`src/rtl/vector_mem_pkg.sv`:
```
// Shared types and default geometry for the vector memory sequencer.
// The lane datapath and the FSM use the same defaults.
package vector_mem_pkg;

    localparam int DEF_LANES      = 4;
    localparam int DEF_DATA_WIDTH = 8;
    localparam int DEF_ADDR_WIDTH = 32;

    typedef enum logic [2:0] {
        IDLE      = 3'd0,
        STORE     = 3'd1,
        LOAD      = 3'd2,
        LOAD_LAST = 3'd3,
        DONE      = 3'd4
    } seqState_t;

endpackage

```
`src/rtl/vector_mem_sequencer_lane_counter.sv`:
```
// Lane index counter for the vector memory sequencer.
// Wraps to zero after the last lane and flags the last lane.
module lane_counter
    import vector_mem_pkg::*;
#(
    parameter int LANES = DEF_LANES,
    parameter int CW    = (LANES > 1) ? $clog2(LANES) : 1
) (
    input  logic          clk,
    input  logic          rst,
    input  logic          clear,
    input  logic          enable,
    output logic [CW-1:0] count,
    output logic          lastLane
);

    assign lastLane = (count == CW'(LANES - 1));

    always_ff @(posedge clk or posedge rst) begin
        if (rst) begin
            count <= '0;
        end else if (clear) begin
            count <= '0;
        end else if (enable) begin
            count <= lastLane ? '0 : count + CW'(1);
        end
    end

endmodule

```
`src/rtl/vector_mem_sequencer.sv`:
```
// Sequences a vector load/store as one element access per cycle
// on a single-ported data memory while stalling the pipeline.
module vector_mem_sequencer
    import vector_mem_pkg::*;
#(
    parameter int LANES      = DEF_LANES,
    parameter int DATA_WIDTH = DEF_DATA_WIDTH,
    parameter int ADDR_WIDTH = DEF_ADDR_WIDTH
) (
    input  logic                        clk,
    input  logic                        rst,
    input  logic                        startM,
    input  logic                        writeToMemoryEnableM,
    input  logic [ADDR_WIDTH-1:0]       baseAddrM,
    input  logic [LANES*DATA_WIDTH-1:0] storeDataM,
    input  logic [DATA_WIDTH-1:0]       memReadData,
    output logic [ADDR_WIDTH-1:0]       memAddr,
    output logic [DATA_WIDTH-1:0]       memWriteData,
    output logic                        memWriteEnable,
    output logic [LANES*DATA_WIDTH-1:0] loadDataM,
    output logic                        stallM,
    output logic                        doneM
);

    localparam int CW = (LANES > 1) ? $clog2(LANES) : 1;

    seqState_t     state;
    seqState_t     stateNext;
    logic [CW-1:0] lane;
    logic          lastLane;
    logic          laneActive;
    logic          capture;
    logic [CW-1:0] captureLane;

    lane_counter #(
        .LANES (LANES),
        .CW    (CW)
    ) uLaneCounter (
        .clk      (clk),
        .rst      (rst),
        .clear    (!laneActive),
        .enable   (laneActive),
        .count    (lane),
        .lastLane (lastLane)
    );

    always_comb begin
        stateNext = state;
        unique case (state)
            IDLE: begin
                if (startM) begin
                    stateNext = writeToMemoryEnableM ? STORE : LOAD;
                end
            end
            STORE: begin
                if (lastLane) begin
                    stateNext = DONE;
                end
            end
            LOAD: begin
                if (lastLane) begin
                    stateNext = LOAD_LAST;
                end
            end
            LOAD_LAST: stateNext = DONE;
            DONE:      stateNext = IDLE;
            default:   stateNext = IDLE;
        endcase
    end

    always_ff @(posedge clk or posedge rst) begin
        if (rst) begin
            state <= IDLE;
        end else begin
            state <= stateNext;
        end
    end

    assign laneActive     = (state == STORE) || (state == LOAD);
    assign memWriteEnable = (state == STORE);
    assign doneM          = (state == DONE);

    assign stallM = laneActive
                 || (state == LOAD_LAST)
                 || ((state == IDLE) && startM);

    assign memAddr = laneActive
                   ? baseAddrM + ADDR_WIDTH'(lane)
                   : '0;

    assign memWriteData = memWriteEnable
                        ? storeDataM[lane*DATA_WIDTH +: DATA_WIDTH]
                        : '0;

    // Read data lags the address by one cycle, so lane k-1 lands while k is issued.
    assign capture = ((state == LOAD) && (lane != '0))
                  || (state == LOAD_LAST);

    assign captureLane = (state == LOAD_LAST)
                       ? CW'(LANES - 1)
                       : lane - CW'(1);

    always_ff @(posedge clk or posedge rst) begin
        if (rst) begin
            loadDataM <= '0;
        end else if (capture) begin
            loadDataM[captureLane*DATA_WIDTH +: DATA_WIDTH] <= memReadData;
        end
    end

endmodule

```
`config.mk`:
```
export PLATFORM = sky130hd
export DESIGN_NAME = vector_mem_sequencer
export DESIGN_NICKNAME = d
export VERILOG_FILES = /design/src/rtl/vector_mem_pkg.sv /design/src/rtl/vector_mem_sequencer_lane_counter.sv /design/src/rtl/vector_mem_sequencer.sv
export SDC_FILE = /design/constraint.sdc
export NUM_CORES = 1
export LEC_CHECK = 0
export ABC_AREA = 1
export CORE_AREA = 2 2 91 93
export DETAILED_ROUTE_END_ITERATION = 16
export DIE_AREA = 0 0 93 95
export PLACE_DENSITY = 0.82
export SYNTH_ARGS = -nofsm -noshare
export SYNTH_HDL_FRONTEND = slang
export SYNTH_SLANG_ARGS = --single-unit
```
`constraint.sdc`:
```
create_clock -name clk -period 2.8 [get_ports clk]
set_input_delay 0.56 -clock clk [delete_from_list [all_inputs] [get_ports clk]]
set_output_delay 0.56 -clock clk [all_outputs]
set_load 0.05 [all_outputs]
```
==> results <==
[kinds of logic after synthesis]
group,share of synthesized area [%]
buffers and inverters,8.441
adder cells (fa/ha/maj),3.376
AO/OA/AOI/OAI,14.92
XOR/XNOR,1.924
flip-flops,29.05
AND/OR/NAND/NOR,42.28
[worst register-to-register path: cells and delay by family, from the launching register on]
kind            cells  cell delay, ns
fa+ha+maj           2            0.80
buf+inv             3            0.77
flops               1            0.41
simple gates        2            0.29
compound gates      1            0.16
[per-layer routing]
| layer | vias to the layer above | GRT usage, % | wire (um) |
|---|---|---|---|
| li1 | 1949 | - | - |
| met3 | 26 | 8.300 | 1218 |
| met5 | - | 0 | 0 |
| met4 | 0 | 8.578 | 262 |
| met2 | 187 | 46.80 | 5890 |
| met1 | 1864 | 31.36 | 4678 |
[Yosys cell counts (all sizes together)]
master | number | share of area, %
buf | 12 | 2.4
ha | 7 | 2.7
o22ai | 10 | 2.0
nor3b | 2 | 0.47
xor2 | 4 | 1.1
nor3 | 1 | 0.16
o21ai | 46 | 9.1
nand2 | 143 | 18
xnor2 | 3 | 0.82
a21oi | 14 | 2.3
nand3 | 29 | 5.3
a21boi | 1 | 0.59
nor2 | 120 | 15
fa | 1 | 0.63
nand3b | 1 | 0.24
inv | 45 | 5.3
o211ai | 2 | 0.47
clkinv | 2 | 0.24
dfrtp | 37 | 29
clkbuf | 4 | 0.47
nand4 | 16 | 3.1
o21a | 2 | 0.47
[power by group through the flow]
stage               sequential (W)  clock, W  combinational (W)
floorplan                  0.00154         0            0.00234
global placement          0.000902         0            0.00492
detailed placement        0.000911         0            0.00501
CTS                       0.000909  0.000390            0.00507
global route              0.000933  0.000416            0.00534
finish                    0.000916  0.000387            0.00508
[per-stage QoR]
stage	utilization (%)	instances	hold slack [ns]	total power, W
global placement	67.55	769	0.4685	0.005824
floorplan	-	502	0.5214	0.003875
finish	71.09	777	0.4855	0.006382
detailed placement	67.55	769	0.4733	0.005923
CTS	69.87	777	0.4895	0.006369
global route	71.09	777	0.5135	0.006693
[layout make-up]
class,count,area (um^2)
fillers,610,2292
repair buffers,179,2157
multi-input cells,402,2155
flip-flops and latches,37,925.9
inverters,47,176.4
well taps,105,131.4
clock buffers,6,82.58
clock inverters,1,7.507
[sequential cells by signal, summed over array words and instances, names as in the netlist]
register,cells
loadDataM,32
uLaneCounter.count,2
state,3
[cell usage in the layout (no fill, tap or decap), types with 2 or more instances in the layout]
cell,n
o21ai_1,13
xor2_1,4
dlymetal6s2s_1,17
xnor2_1,3
nand4_1,16
nand3_2,2
o22ai_1,10
clkdlybuf4s50_1,90
buf_12,40
ha_1,6
a21oi_2,3
buf_4,29
clkbuf_8,6
o21ai_0,17
nand2_4,6
o21a_1,2
clkinv_1,2
nor2_1,83
a21oi_1,11
nor2_4,9
o211ai_1,2
inv_1,37
dfrtp_1,37
nor2_2,28
nand2_2,9
nand3_1,26
inv_2,8
o21ai_2,16
nand2_1,128
[final timing paths]
| path | to | slack [ns] | cells past startpoint | start |
|---|---|---|---|---|
| max in group asynchronous | loadDataM[20] | 1.79 | 3 | rst |
| hold reg to reg | loadDataM[2] | 0.49 | 2 | loadDataM[2] |
| hold / removal | loadDataM[2] | 0.49 | 2 | loadDataM[2] |
| setup / recovery | memAddr[23] | 0.07 | 10 | baseAddrM[17] |
| setup reg to reg | loadDataM[20] | 0.28 | 8 | uLaneCounter.count[0] |
| min in group asynchronous | loadDataM[9] | 0.67 | 3 | rst |
[what timing repair did]
item,in CTS,in global routing
pin swaps,10,15
resized for setup,31,38
cloned,0,0
setup endpoints to repair,26,23
setup buffers,1,0
==> summary by stage <==
Outcome
The run finished with clean final reports.

Timing
The final worst clock skew is 0.01116 ns. Summed over all failing endpoints, the final setup total negative slack is 0 ns. The total count of hold-check failures in the final report is 0.

The final critical delay including setup and external delays is 2.731 ns. The measured slew at the worst slew-check pin is between 0.6 and 0.7 ns. In this run the tightest slew margin relative to its limit is 56.05%. Derived from the worst setup path, the maximum achievable clock frequency is 0.3662 GHz. Setup repair after global routing could not meet its margin everywhere. The max-slew violation count is 0. Setup slack on the critical path of the routed design comes to ~0.069 ns. The final number of setup-violating endpoints is 0. The final critical path takes up 97.52% of the cycle.

Pwr
In this run the power spent charging and discharging nets is 0.003522 W. The analysis attributes to cell leakage a power of 2.549 nW. The largest vdd supply drop is 0.0008404 V.

The fraction of power consumed by sequential logic is 14.4%. The share of total power dissipated in the clock network is 6.1%. The internal portion of the total power is around 0.0029 W. Per report_power, the combinational group accounts for just under 80% of the total. Power spread over the standard cell area amounts to between 1000 and 1500 nW/um^2.

The switching power share of the total is 55.18%.

Worst setup path
The slowest cell on the critical path is clkdlybuf4s50_1. The critical path's largest stage delay is 0.57 ns. Data on the critical path arrives at its endpoint at 2.17 ns. The endpoint required time on the critical path is 2.24 ns. The nature of the critical path startpoint is an input pin. In this run the worst path has a maximum fanout of 4. The kind of cell with the highest combined delay on the critical path is buffers and inverters. The classification of the worst setup path is input pin to output pin. The signal on the critical path passes through clkdlybuf4s50_1 -> nand2_1 -> nor2_1 -> nand2_1 -> nor2_1 -> nand3_1 -> nand2_1 -> nor2_1 -> buf_4 -> buf_12. The number of buffer and inverter stages on the critical path is 3. The worst setup path is captured at an output pin.

Clock tree
The clock passes through at most 2 buffers. The number of hold buffers added after cts is 0. Clock latency on the worst-skew pair, taken at its later pin, is approximately 0.30 ns. Counting the buffers created by CTS gives 5.

The CTS root buffer is clkbuf_8. For this design, the sink count on the clock tree is 37. After clock tree synthesis, the clock-pin slew on the worst setup and hold paths is 0.06 ns.

The CTS tree is yes. CTS built an H-tree with a depth of 2.

Final layout
0 antenna diodes ended up in the layout. The number of nets at the end of the flow is about 760. The fraction of layout instances using a drive strength above 1 is between 20% and 30%. The post-route standard cell area excluding fillers is 5635 um^2. From synthesis to final layout, the design area changed by 76.84%.

Floorplanning
The total number of placement rows is 33. In this run the count of I/O pins placed on the die edge is 151. The total die area is approximately 8800 um^2.

The die is 93 um wide. The starting density of the core is 40.20%. The vertical extent of the die is 95 um. The area of the core is 7928 um^2.

Synthesis
The number of nets produced by synthesis is a little under 600. Synthesis produced ~500 cells. The post-synthesis register bit count is 37. The area of the mapped netlist is 3187 um^2. A synthesized cell averages about 6.3 um^2. Synthesis instantiated 34 different standard cells from the library. For this run, the number of Yosys warnings is 0. The proportion of synthesized chip area in sequential cells is a little under 30%.

GRT
The global-route wire length before repair is 18.82 mm. The total track usage is a little over a quarter. Entering global routing, the biggest net connects 38 pins. The number of antenna violations at the first check in global routing is 0. The number of global-route vias before repair is between 4000 and 5000. Summed over all layers, the global routing overflow is 0.

Drt
The post-route antenna net violation count is 0. The final wirelength is around 12 mm. The detailed router finished its first iteration with 194 violations. The routed layout has 4026 vias.

After detailed routing, the number of remaining DRC violations is 0. The average via count per standard cell is 5.181. The iteration count of the initial detailed-routing pass is 5. The mean routed wirelength per cell is 15.51 um.

Place
The placed wire-length estimate is 9.549 mm. Routability-driven placement finished with a final weighted congestion of 0.9778. The instance area after placement is 5355 um^2. The number of I/O port buffers is 150.

The post-placement worst setup slack is -0.2381 ns.

Flow run
Max-cap violations in this run came to 0.

Hold path
The class of the worst hold path is register to register.
No activity file was read; power rests on OpenSTA's default activity.
==> RTL change (same settings) <==
`DEF_DATA_WIDTH`: 8 -> 9.
--- a/src/rtl/vector_mem_pkg.sv
+++ b/src/rtl/vector_mem_pkg.sv
@@ -3,7 +3,7 @@
 package vector_mem_pkg;
 
     localparam int DEF_LANES      = 4;
-    localparam int DEF_DATA_WIDTH = 8;
+    localparam int DEF_DATA_WIDTH = 9;
     localparam int DEF_ADDR_WIDTH = 32;
 
     typedef enum logic [2:0] {
Ports: changed (resized loadDataM, memReadData, memWriteData and storeDataM); port bits go from 151 to 161. The function was not compared with the original's and may differ.
==> RTL change against the original RTL <==
- critical path depth did not move
- utilization rose by 2.5 points
- worst setup slack got worse by 0.035 ns
- critical path type unchanged
- final area rose by 3.5%
- sequential cell count rose by 4
- total power rose by 4.5%
- clock power rose by 18%
- synthesized area rose by 0.59%
- wire length rose by 6.2%
==> RTL change: results <==
group,metric,value,unit
place,dp_hpwl,9810,um
global_route,grt_use_total,0.273,
synthesis,synth_commonest_cells,"nand2_1, nor2_1, o21ai_0, dfrtp_1, inv_1",
critical_path,endpoint,"memAddr[25]",
timing,fin_hold_ws,0.519,ns
global_route,met1_grt_util,0.336,
timing,tightest_slew,0.574,ns
routing,final_wirelength,12800,um
place,postPlaceCellArea,0.00550,mm2
routing,met3_wirelength,943,um
critical_path,path_delay_family,"simple AND/OR/NAND/NOR gates",
synthesis,synthesized_area_per_cell,6.22,um2
clock_network,clk_pin_slew,0.08,ns
worst_hold_path,timing.hold.worst_endpoint,"loadDataM[1]",
critical_path,timing.critical_path.from,"baseAddrM[10]",
synthesis,top_cells_by_area_in_the_synthesized_netlist,"dfrtp_1, nand2_1, nor2_1, o21ai_0, inv_1",
status,result_of_the_run,"finished, final reports clean",
place,gp_congestion,0.976,
routing,wire_length_on_met2,6510,um
global_route,use_met2,0.492,
timing,period_utilisation_layout,0.988,
place,place_ws,-0.257,ns
critical_path,crit-reg2reg-capture,"loadDataM[16]",
global_route,grt.met3_usage,0.0407,
layout,biggest_registers_after_layout,"loadDataM (36), state (3), uLaneCounter.count (2)",
[RTL change: final cells by class]
class                   instances  area [um2]
clock buffers                   5        68.8
clock inverters                 2        35.0
fillers                       642        2100
inverters                      45         173
multi-input cells             414        2100
flip-flops and latches         41        1030
well taps                     105         131
repair buffers                195        2290
repair inverters                1        7.51
[RTL change: cell families (layout without fill, tap and decap cells)]
family,count (synthesis),count (layout),synth area share
XOR/XNOR,6,6,0.0164
flip-flops,41,41,0.320
buffers and inverters,60,248,0.0777
adder cells (fa/ha/maj),10,10,0.0414
AO/OA/AOI/OAI,123,123,0.196
AND/OR/NAND/NOR,275,275,0.349
[RTL change: timing repair]
| item | CTS | global route |
|---|---|---|
| gates cloned | 0 | 1 |
| setup endpoints to repair | 30 | 25 |
| resized for setup | 21 | 44 |
| endpoints found under the hold margin | 0 | 0 |
| pin swaps | 4 | 8 |
| setup buffers | 1 | 5 |
